File: src/rtl/e_exc_unit.sv
// rtl/e_exc_unit.sv - E-stage exception unit: overflow/address-fault detect, merge, E->M register
// Detects ADD/SUB overflow and load/store address faults, merges with upstream state, counts committed overflows.
module e_exc_unit #(
    parameter int                DATA_W    = 32,
    parameter int                CODE_W    = 5,
    parameter int                CNT_W     = 8,
    parameter logic [CODE_W-1:0] OV_CODE   = 12,
    parameter logic [CODE_W-1:0] ADEL_CODE = 4,
    parameter logic [CODE_W-1:0] ADES_CODE = 5,
    parameter logic [DATA_W-1:0] DM_LO     = 'h0000,
    parameter logic [DATA_W-1:0] DM_HI     = 'h2FFF
) (
    input  logic              clk,
    input  logic              reset,
    input  logic              stall,
    input  logic              flush,
    input  logic              in_exc,
    input  logic [CODE_W-1:0] in_code,
    input  logic [DATA_W-1:0] in_pc,
    input  logic              in_bd,
    input  logic [DATA_W-1:0] alu_a,
    input  logic [DATA_W-1:0] alu_b,
    input  logic [2:0]        det_type,
    input  logic [1:0]        acc_size,
    input  logic              cnt_clr,
    output logic              e_exc,
    output logic              m_exc,
    output logic [CODE_W-1:0] m_code,
    output logic              m_ovf,
    output logic [DATA_W-1:0] m_pc,
    output logic              m_bd,
    output logic [CNT_W-1:0]  ovf_cnt
);

    typedef enum logic [2:0] {
        DET_NONE  = 3'd0,
        DET_ADD   = 3'd1,
        DET_SUB   = 3'd2,
        DET_LOAD  = 3'd3,
        DET_STORE = 3'd4
    } det_t;

    logic [DATA_W:0]   sum_ext;
    logic [DATA_W:0]   dif_ext;
    logic              add_ovf;
    logic              sub_ovf;
    logic [DATA_W-1:0] ea;
    logic              is_load;
    logic              is_store;
    logic              below_lo;
    logic              above_hi;
    logic              misaligned;
    logic              arith_ovf;
    logic              addr_fault;
    logic              merged_exc;
    logic [CODE_W-1:0] merged_code;
    logic              merged_ovf;
    logic              commit_ovf;

    // One extra sign bit: overflow shows up as the top two bits disagreeing.
    assign sum_ext = {alu_a[DATA_W-1], alu_a} + {alu_b[DATA_W-1], alu_b};
    assign dif_ext = {alu_a[DATA_W-1], alu_a} - {alu_b[DATA_W-1], alu_b};
    assign add_ovf = sum_ext[DATA_W] ^ sum_ext[DATA_W-1];
    assign sub_ovf = dif_ext[DATA_W] ^ dif_ext[DATA_W-1];
    assign ea      = sum_ext[DATA_W-1:0];

    assign is_load  = (det_type == DET_LOAD);
    assign is_store = (det_type == DET_STORE);

    // A zero lower bound can never be violated; skip the always-false compare.
    generate
        if (DM_LO == '0) begin : g_no_lo
            assign below_lo = 1'b0;
        end else begin : g_lo
            assign below_lo = (ea < DM_LO);
        end
    endgenerate

    assign above_hi = (ea > DM_HI);

    always_comb begin
        misaligned = 1'b0;
        case (acc_size)
            2'd1:    misaligned = ea[0];
            2'd2:    misaligned = (ea[1:0] != 2'b00);
            2'd3:    misaligned = 1'b1;
            default: misaligned = 1'b0;
        endcase
    end

    assign arith_ovf  = ((det_type == DET_ADD) && add_ovf) || ((det_type == DET_SUB) && sub_ovf);
    assign addr_fault = (is_load || is_store) && (add_ovf || below_lo || above_hi || misaligned);

    always_comb begin
        merged_exc  = 1'b0;
        merged_code = '0;
        merged_ovf  = 1'b0;
        if (in_exc) begin
            merged_exc  = 1'b1;
            merged_code = in_code;
        end else if (arith_ovf) begin
            merged_exc  = 1'b1;
            merged_code = OV_CODE;
            merged_ovf  = 1'b1;
        end else if (addr_fault) begin
            merged_exc  = 1'b1;
            merged_code = is_load ? ADEL_CODE : ADES_CODE;
        end
    end

    assign e_exc      = in_exc || arith_ovf || addr_fault;
    assign commit_ovf = !flush && !stall && merged_ovf;

    always_ff @(posedge clk) begin
        if (reset) begin
            m_exc   <= 1'b0;
            m_code  <= '0;
            m_ovf   <= 1'b0;
            m_pc    <= '0;
            m_bd    <= 1'b0;
            ovf_cnt <= '0;
        end else begin
            if (flush) begin
                m_exc  <= 1'b0;
                m_code <= '0;
                m_ovf  <= 1'b0;
                m_pc   <= '0;
                m_bd   <= 1'b0;
            end else if (!stall) begin
                m_exc  <= merged_exc;
                m_code <= merged_code;
                m_ovf  <= merged_ovf;
                m_pc   <= in_pc;
                m_bd   <= in_bd;
            end
            if (cnt_clr) begin
                ovf_cnt <= '0;
            end else if (commit_ovf && (ovf_cnt != '1)) begin
                ovf_cnt <= ovf_cnt + CNT_W'(1);
            end
        end
    end

endmodule
File: config.mk
export PLATFORM = sky130hd
export DESIGN_NAME = e_exc_unit
export DESIGN_NICKNAME = d
export VERILOG_FILES = /design/src/rtl/e_exc_unit.sv
export SDC_FILE = /design/constraint.sdc
export NUM_CORES = 1
export LEC_CHECK = 0
export BUFFER_PORTS_ARGS = -buffer_cell sky130_fd_sc_hd__clkbuf_2
export CAP_MARGIN = 5
export CORE_ASPECT_RATIO = 0.8
export CORE_UTILIZATION = 25
export DETAILED_ROUTE_END_ITERATION = 10
export GPL_ROUTABILITY_DRIVEN = 0
export PLACE_DENSITY = 0.52
export SYNTH_ARGS = -nofsm -noshare
export SYNTH_HDL_FRONTEND = slang
export SYNTH_SLANG_ARGS = --single-unit
File: constraint.sdc
create_clock -name clk -period 4.3 [get_ports clk]
set_clock_uncertainty 0.1 [all_clocks]
set_input_delay 0 -clock clk [delete_from_list [all_inputs] [get_ports clk]]
set_output_delay 0 -clock clk [all_outputs]
set_load 0.02 [all_outputs]
==> run summary <==
Vias per cell: 4.98
RSZ-0062 raised after global routing: no
Clock H-tree levels: 2
DP Area: 6180 sq um
Post-synth EDFFs: 0
Compound-cell area share of the yosys netlist: 24.9%
Worst Hold Slack: 20.4 ps
Drt pass-1 iters: 5
Synth warn: 0
Detailed router's first-iteration violation count: 380
Proportion of netlist area held by the largest area contributor: 18.6%
Initial core utilization: 25.7%
Peak Freq: 281 MHz
Final Hold Viols: 0
Syn avg cell area: 7.51 sq um
Synth Cell Area: 5150 sq um
Main area contributors after synthesis: dfxtp_1 (19%), ha_1 (16%), mux2i_1 (7.2%)
Global-route wire length before repair: 27000 um
Hold WC Path Type: input port to flop
Diode count: 0
Syn nets: 865
CTS Buf Count: 5
Die area: 21200 sq um
CTS sink cnt: 48
Layout area overhead: 32.0%
Worst Path Arrival: 3630 ps
Routed vias: 5658
Max Slew Vio Count: 0
Async S/R FF share, synth: 0%
Largest net degree at the start of global routing: 47
Crit path kind: input port to flop
Post-synthesis xor/xnor area fraction: 1.02%
Startpoint Class: input port
Final design utilization: 34.0%
Most used flip-flop cell after synthesis: dfxtp_1
Clk pin slew, worst setup/hold paths: 70 ps
Largest family of logic cells by synthesized area: compound AO/OA/AOI/OAI gates
#FFs+latches synth: 48
Max Cap Viol: 0
Post-synthesis mux area share: 7.40%
Cell accounting for the most synthesized area: dfxtp_1
IO Pins: 162
Initial antenna violation count: 0
Setup TNS Final: 0 ps
Cells after Synth: 686
Outcome: finished, final reports clean
Post-route clock period utilization: 82.8%
Relative slew slack: 41.8%
Clock buffer depth: 2
Post-DP HPWL: 13700 um
Nets: 1051
Post-CTS repair timing setup buffer count: 0
Worst skew pair latency: 280 ps
Synth Area in Adders: 16.2%
Grt total ovfl: 0
Crit. End Element: flop
Worst vdd ir: 0.149 mV
Row cnt: 46
DIE WIDTH: 163 um
Worst Tran Pin Value: 871 ps
Chip Height: 130 um
Tmin final: 3560 ps
Most frequent cells in the layout: clkbuf_2 (161), nor2_1 (88), ha_1 (65)
Post-synthesis sequential area ratio: 18.6%
WP data required: 4380 ps
Critical path peak fanout: 8
Proportion of layout cells with a drive suffix above 1: 22.9%
# DRC: 0
PwrDens: 233 nW/um^2
Total track usage: 15.9%
P_leak: 3.23 nW
Finished Cell Area: 6800 sq um
Core Area: 20000 sq um
CTS tree: done
Finished Layout Cells: 1137
Vias in the first global route: 5239
Setup Viol. Count Final: 0
Remaining antenna violation count: 0
Placed Cells: 1086
PortBufs: 161
Avg WL per Cell: 15.3 um
Clk root buf: clkbuf_16
Cell variety after synth: 75
Simple-Gate Fraction of Synth Area: 24.5%
Most common cell after layout, fill and taps aside: clkbuf_2
WL final: 17400 um
[per-layer routing]
metal	wire length (um)	up-vias	part of all wire, %	track usage (%)
met2	7300	187	42	24.3
met1	8850	2590	51	23.5
met5	0	-	0	0
met3	1020	18	5.9	2.37
li1	-	2863	-	-
met4	240	0	1.4	3.00
[metrics by stage]
| step | power, mW | setup WS, ps |
|---|---|---|
| floorplan | 0.867 | 1370 |
| global placement | 1.05 | 777 |
| detailed placement | 1.05 | 729 |
| CTS | 1.60 | 807 |
| global route | 1.69 | 429 |
| finish | 1.59 | 741 |
[critical path: stages]
cell	delay, ps
clkbuf_2	110
inv_1	50
ha_1	380
nor4_1	780
a21boi_1	280
a211oi_1	100
o21ai_1	240
mux2_2	360
nor4_1	300
nand4b_1	190
nand4_1	180
a21oi_1	80
dlygate4sd3_1	580
[timing repair]
item                                   4_1_cts  5_1_grt
resized for setup                            0        0
endpoints found under the hold margin       46        0
hold buffers                                43        0
[cells in the mapped netlist (5+ instances only)]
| cell type | number |
|---|---|
| buf_2 | 10 |
| nand4_1 | 8 |
| a21o_1 | 8 |
| nor4_1 | 11 |
| nand2_1 | 34 |
| o211ai_1 | 6 |
| ha_1 | 65 |
| nor2b_1 | 18 |
| a21oi_1 | 50 |
| or4_1 | 7 |
| and3_1 | 7 |
| clkbuf_1 | 11 |
| nand3_1 | 25 |
| dfxtp_1 | 48 |
| xnor2_1 | 5 |
| o31ai_1 | 15 |
| o21ai_1 | 7 |
| nand2b_1 | 6 |
| mux2i_1 | 37 |
| o21ai_0 | 32 |
| a31oi_1 | 8 |
| inv_1 | 58 |
| nor2_1 | 88 |
| a211oi_1 | 5 |
| nor3_1 | 17 |
| or3_1 | 7 |
| inv_2 | 5 |
[power by group]
group	internal [mW]	total (mW)	switching (mW)
combinational	0.253	0.618	0.365
clock	0.335	0.508	0.172
sequential	0.457	0.462	0.00579
total	1.05	1.59	0.543
[path summary, 6_finish.rpt]
kind	start	to	slack, ps	cells after the start
max reg2reg	ovf_cnt[0]	ovf_cnt[7]	2280	6
min reg2reg	m_code[3]	m_code[3]	360	2
max	alu_b[11]	m_code[0]	740	13
min	in_exc	m_ovf	20	4
[registers in the layout (all words and copies together) (netlist names)]
signal	count
m_ovf	1
m_code	5
m_exc	1
m_bd	1
m_pc	32
ovf_cnt	8
[final cells by class]
class | count | area (sq um)
well taps | 264 | 330
flip-flops and latches | 48 | 961
fillers | 2185 | 13200
repair buffers | 208 | 1270
multi-input cells | 546 | 3810
inverters | 63 | 236
clock inverters | 3 | 68.8
clock buffers | 5 | 125
[kinds of logic (layout without fill, tap and decap cells)]
logic type | count (synthesis) | after routing
AND/OR/NAND/NOR | 249 | 249
AO/OA/AOI/OAI | 187 | 187
adder cells (fa/ha/maj) | 66 | 66
XOR/XNOR | 6 | 6
flip-flops | 48 | 48
multiplexers | 38 | 38
buffers and inverters | 92 | 279
Power figures use the tool's default switching activity.
